`config.mk`:
```
export PLATFORM = sky130hd
export DESIGN_NAME = legv8_mc_control
export DESIGN_NICKNAME = d
export VERILOG_FILES = /design/src/rtl/legv8_mc_control.sv
export SDC_FILE = /design/constraint.sdc
export NUM_CORES = 1
export LEC_CHECK = 0
export ABC_AREA = 1
export CORE_ASPECT_RATIO = 1.5
export CORE_MARGIN = 5
export CORE_UTILIZATION = 37
export CTS_CLUSTER_DIAMETER = 30
export DETAILED_ROUTE_END_ITERATION = 6
export GPL_TIMING_DRIVEN = 0
export PLACE_DENSITY = 0.7
export SETUP_SLACK_MARGIN = 0.02
export SLEW_MARGIN = 0
export SYNTH_ARGS = -nofsm -noshare
export SYNTH_HDL_FRONTEND = slang
export SYNTH_SLANG_ARGS = --single-unit
```
`constraint.sdc`:
```
create_clock -name clk -period 2.2 [get_ports clk]
set_input_delay 0.44 -clock clk [delete_from_list [all_inputs] [get_ports clk]]
set_output_delay 0.44 -clock clk [all_outputs]
set_load 0.02 [all_outputs]
```
`src/rtl/legv8_mc_control.sv`:
```
// legv8_mc_control: multicycle LEGv8 main control FSM with memory-ready stalls and retired-instruction counter
module legv8_mc_control #(
    parameter int CNT_W = 16
) (
    input  logic             clk,
    input  logic             rst_n,
    input  logic [10:0]      opcode,
    input  logic             zero,
    input  logic             mem_ready,
    output logic [1:0]       alu_op,
    output logic             pc_write,
    output logic             pc_write_cond,
    output logic [1:0]       pc_source,
    output logic             ior_d,
    output logic             mem_read,
    output logic             mem_write,
    output logic             ir_write,
    output logic             reg2loc,
    output logic             alu_src_a,
    output logic [1:0]       alu_src_b,
    output logic             mem_to_reg,
    output logic             reg_write,
    output logic             illegal_op,
    output logic [CNT_W-1:0] retired,
    output logic [3:0]       state
);
    typedef enum logic [3:0] {
        FETCH     = 4'd0,
        DECODE    = 4'd1,
        MEM_ADDR  = 4'd2,
        MEM_READ  = 4'd3,
        MEM_WB    = 4'd4,
        MEM_WRITE = 4'd5,
        R_EXEC    = 4'd6,
        R_WB      = 4'd7,
        CBZ_EXEC  = 4'd8,
        B_EXEC    = 4'd9,
        HALT      = 4'd15
    } state_t;
    state_t cur, nxt;
    logic   retire;
    logic   unused_zero;
    logic   is_r, is_ldur, is_stur, is_cbz, is_b;
    // zero is consumed by the datapath, which gates pc_write_cond itself
    assign unused_zero = zero;
    assign is_r    = opcode == 11'b10001011000 || opcode == 11'b11001011000 ||
                     opcode == 11'b10001010000 || opcode == 11'b10101010000;
    assign is_ldur = opcode == 11'b11111000010;
    assign is_stur = opcode == 11'b11111000000;
    assign is_cbz  = opcode[10:3] == 8'b10110100;
    assign is_b    = opcode[10:5] == 6'b000101;
    assign state   = cur;
    always_ff @(posedge clk or negedge rst_n) begin
        if (!rst_n) begin
            cur     <= FETCH;
            retired <= '0;
        end else begin
            cur     <= nxt;
            retired <= retired + {{(CNT_W-1){1'b0}}, retire};
        end
    end
    always_comb begin
        nxt           = cur;
        retire        = 1'b0;
        alu_op        = 2'b00;
        pc_write      = 1'b0;
        pc_write_cond = 1'b0;
        pc_source     = 2'b00;
        ior_d         = 1'b0;
        mem_read      = 1'b0;
        mem_write     = 1'b0;
        ir_write      = 1'b0;
        reg2loc       = 1'b0;
        alu_src_a     = 1'b0;
        alu_src_b     = 2'b00;
        mem_to_reg    = 1'b0;
        reg_write     = 1'b0;
        illegal_op    = 1'b0;
        case (cur)
            FETCH: begin
                mem_read  = 1'b1;
                alu_src_b = 2'b01;
                ir_write  = mem_ready;
                pc_write  = mem_ready;
                nxt       = mem_ready ? DECODE : FETCH;
            end
            DECODE: begin
                alu_src_b = 2'b11;
                reg2loc   = is_stur | is_cbz;
                nxt       = is_r ? R_EXEC : (is_ldur | is_stur) ? MEM_ADDR :
                            is_cbz ? CBZ_EXEC : is_b ? B_EXEC : HALT;
            end
            MEM_ADDR: begin
                alu_src_a = 1'b1;
                alu_src_b = 2'b10;
                reg2loc   = is_stur;
                nxt       = is_stur ? MEM_WRITE : MEM_READ;
            end
            MEM_READ: begin
                mem_read = 1'b1;
                ior_d    = 1'b1;
                nxt      = mem_ready ? MEM_WB : MEM_READ;
            end
            MEM_WB: begin
                reg_write  = 1'b1;
                mem_to_reg = 1'b1;
                retire     = 1'b1;
                nxt        = FETCH;
            end
            MEM_WRITE: begin
                mem_write = 1'b1;
                ior_d     = 1'b1;
                reg2loc   = 1'b1;
                retire    = mem_ready;
                nxt       = mem_ready ? FETCH : MEM_WRITE;
            end
            R_EXEC: begin
                alu_src_a = 1'b1;
                alu_op    = 2'b10;
                nxt       = R_WB;
            end
            R_WB: begin
                reg_write = 1'b1;
                retire    = 1'b1;
                nxt       = FETCH;
            end
            CBZ_EXEC: begin
                alu_src_a     = 1'b1;
                reg2loc       = 1'b1;
                alu_op        = 2'b01;
                pc_write_cond = 1'b1;
                pc_source     = 2'b01;
                retire        = 1'b1;
                nxt           = FETCH;
            end
            B_EXEC: begin
                pc_write  = 1'b1;
                pc_source = 2'b01;
                retire    = 1'b1;
                nxt       = FETCH;
            end
            HALT: illegal_op = 1'b1;
            default: nxt = HALT;
        endcase
    end
endmodule

```
==> flow_summary_export.csv <==
group,metric,value,unit
floorplan,io_pins,52,
yosys,yosysTopAreaCell,"dfrtp_1",
sta,slew-limit-headroom,0.4206,
sta,rsz0062_at_grt,"true",
critical_path,max_stage_delay,490,ps
yosys,syn_area_per_cell,6.805,sq um
route,routedWlPerCell,10.96,um
placed_design,gp_congestion,0.8681,
worst_hold_path,worst_hold_path.num_cells,2,
floorplan,die_area,0.005080,sq mm
route,ant_nets,0,
route,first_pass_iters,3,
critical_path,cp_num_buf_inv,4,
worst_hold_path,hold_class,"reg -> reg",
sta,hold_viol_final,0,
route,drc,0,
floorplan,rows,27,
clocking,htreeDepth,1,
route,vias,1418,
critical_path,crit_path_top_delay_cell,"clkdlybuf4s50_1",
finish,syn2layout_area_growth,50.45,%
route,routed_wl,3342,um
global_routing,grt_pass1_vias,1334,
yosys,yosysSeqAreaShare,0.3623,
job,cap_violations,0,
yosys,synth-seq-cells,20,
finish,design_area,0.002078,sq mm
yosys,synth_nets,220,
finish,fillers,358,
global_routing,grt_max_degree,21,
placed_design,dp_hpwl,2748,um
route,drt_iter0_markers,43,
sta,period_share,0.9660,
sta,fin_skew,8.443,ps
finish,diodes,0,
clocking,cts_buffer_depth,2,
placed_design,dp_cells,295,
worst_hold_path,worstHoldEndpoint,"retired[14]",
global_routing,grt.overflow.total,0,
yosys,ys_types,25,
route,vias_per_cell,4.649,
yosys,synth.top_cell.area_share,0.3623,
finish,finalNetCount,280,
global_routing,grt_use_total,0.1386,
floorplan,core_region_area,0.003649,sq mm
global_routing,antenna_found_initial,0,
critical_path,cp.required,1760,ps
yosys,netlist_top_cells_area,"dfrtp_1 (36%), nand2_1 (13%), nor2_1 (9.8%)",
critical_path,worstReg2RegStart,"state[3]",
critical_path,crit_chain,"clkdlybuf4s50_1 > inv_2 > nor2_2 > buf_4 > nand4_1 > nand2_1 > nand2_1 > nand2_1 > buf_6",
clocking,cts_buffers,3,
critical_path,reg2reg_depth,12,
placed_design,placed_area,0.001944,sq mm
floorplan,die_y,84.83,um
critical_path,cp_max_fo,3,
finish,fin_cells,305,
placed_design,port_buffers,49,
clocking,clkSlewWorstSetupHoldPaths,80,ps
pwr,irDropWorstVdd,303.6,uV
critical_path,startpoint_type,"primary input",
sta,worst_pin_slew,866.4,ps
critical_path,arrival,1690,ps
status,status,"complete, no violations",
yosys,syn_area,0.001381,sq mm
critical_path,worst-path-stages,9,
sta,fmax,0.4705,GHz
floorplan,fp.dieW,59.89,um
yosys,synthCells,203,
finish,drive_gt1_frac,0.1527,
clocking,cts_sinks,20,
critical_path,cp_top_family,"buffers and inverters",
critical_path,r2r_end,"retired[14]",
sta,period_needed,2125,ps
worst_hold_path,hold_start,"retired[14]",
sta,tns,0,ps
sta,setup_viol,0,
pwr,p_leak,1.026,nW
floorplan,start_util,0.3786,
clocking,cts_root_buf,"clkbuf_8",
pwr,p_per_area,381.5,mW/mm^2
clocking,cts_tree,"built",
critical_path,rrSetupSlack,180,ps
finish,fin_util,0.5696,
critical_path,cp_common_cell,"nand2_1",
yosys,yosysWarnings,0,
global_routing,grt_pass1_wl,5651,um
critical_path,crit_path_end_kind,"primary output",
sta,maxSlewViolCount,0,
critical_path,crit_type,"in -> out",
clocking,clk_latency,260,ps
cell type report:
| cell class | count | area (sq um) | area share |
|---|---|---|---|
| repair buffers | 55 | 520.5 | 0.2505 |
| clock inverters | 1 | 30.03 | 0.01445 |
| plain buffers | 3 | 30.03 | 0.01445 |
| multi-input cells | 145 | 767.0 | 0.3691 |
| well taps | 43 | 53.80 | 0.02589 |
| flip-flops and latches | 20 | 504.2 | 0.2426 |
| clock buffers | 3 | 41.29 | 0.01987 |
| inverters | 35 | 131.4 | 0.06322 |
worst register-to-register path, stage by stage, from the launching register on:
cell     delay [ps]
dfrtp_2         440
inv_1            80
nand2_1         140
nor2_4          170
inv_1            60
o21ai_1         120
ha_2            210
ha_2            200
nand3_2          90
inv_2           110
nand3_2          90
o21ai_1         140
nand2_1          50
synthesized netlist by cell type:
cell type	number
nand4_1	7
nor3_2	1
xnor2_1	3
inv_2	1
o22ai_1	1
nand3b_1	1
o21ai_1	1
nand2_1	49
ha_1	2
nor3_1	5
buf_6	2
inv_1	34
nand3_2	1
nor3_4	1
nor2_1	36
o21ai_0	5
a21oi_1	3
nor2_4	1
xor2_1	8
conb_1	1
dfrtp_1	20
o211ai_1	1
buf_4	1
nand3_1	16
nor2_2	2
worst max-delay path by stage:
| stage | slack [ps] | end | startpoint |
|---|---|---|---|
| after floorplan | 20 | retired[14] | state[0] |
| after global placement | -420 | reg2loc | opcode[7] |
| after detailed placement | -410 | reg2loc | opcode[7] |
| after CTS | 30 | retired[14] | state[1] |
| after global routing | -4 | retired[14] | state[3] |
| final | 70 | reg2loc | opcode[7] |
power breakdown:
| part | internal [mW] | switching, mW | leakage (nW) |
|---|---|---|---|
| combinational | 0.0298 | 0.0307 | 0.759 |
| sequential | 0.367 | 0 | 0.232 |
| clock | 0.243 | 0.122 | 0.0357 |
| total | 0.640 | 0.153 | 1.03 |
per-stage QoR:
step / setup WS (ps) / hold WS (ps) / power [mW]
after detailed placement: -409.3 / 495.2 / 0.4323
final: 74.75 / 506.1 / 0.7930
after CTS: 28.48 / 515.6 / 0.7986
after floorplan: 20.27 / 144.4 / 0.3945
after global routing: -3.656 / 552.6 / 0.8248
after global placement: -420.3 / 484.3 / 0.4318
kinds of logic (layout without fill, tap and decap cells):
| logic type | Yosys count | in the layout | synth area share |
|---|---|---|---|
| other | 1 | 1 | 0.002715 |
| buffers and inverters | 38 | 97 | 0.1168 |
| DFF | 20 | 20 | 0.3623 |
| and+or+nand+nor | 120 | 120 | 0.3877 |
| AOI/OAI and AO/OA | 11 | 11 | 0.04257 |
| xor gates and xnor gates | 11 | 11 | 0.06975 |
| adders and majority gates | 2 | 2 | 0.01811 |
registers in the layout (all words and copies together), names as in the netlist:
signal and count:
retired 16, state 4
layout by cell type (no fill, tap or decap), types with 3 or more instances in the layout:
master / netlist / final
inv_2: 1 / 5
nand4_1: 7 / 7
xnor2_1: 3 / 3
nand3_1: 16 / 14
dlygate4sd2_1: 0 / 11
dfrtp_1: 20 / 17
clkdlybuf4s50_1: 0 / 35
buf_6: 2 / 3
nor2_1: 36 / 33
nor3_1: 5 / 5
nor2_2: 2 / 5
nand2_1: 49 / 46
nand2_2: 0 / 3
nand3_2: 1 / 3
o21ai_0: 5 / 4
dfrtp_2: 0 / 3
buf_4: 1 / 7
xor2_1: 8 / 8
inv_1: 34 / 30
clkbuf_8: 0 / 3
timing repair:
item	4_1_cts	5_1_grt
hold buffers	0	0
pin swaps	1	4
resized for setup	20	16
setup buffers	0	6
endpoints found under the setup margin	16	13
routing by layer:
layer | part of all wire | up-vias | global-route usage | wire [um]
met2 | 0.55 | 28 | 0.2687 | 1839
met1 | 0.40 | 637 | 0.1482 | 1321
met4 | 0.013 | 0 | 0.04234 | 45
li1 | - | 749 | - | -
met3 | 0.040 | 4 | 0.01370 | 135
met5 | 0 | - | 0 | 0
No activity file was read; power rests on OpenSTA's default activity.
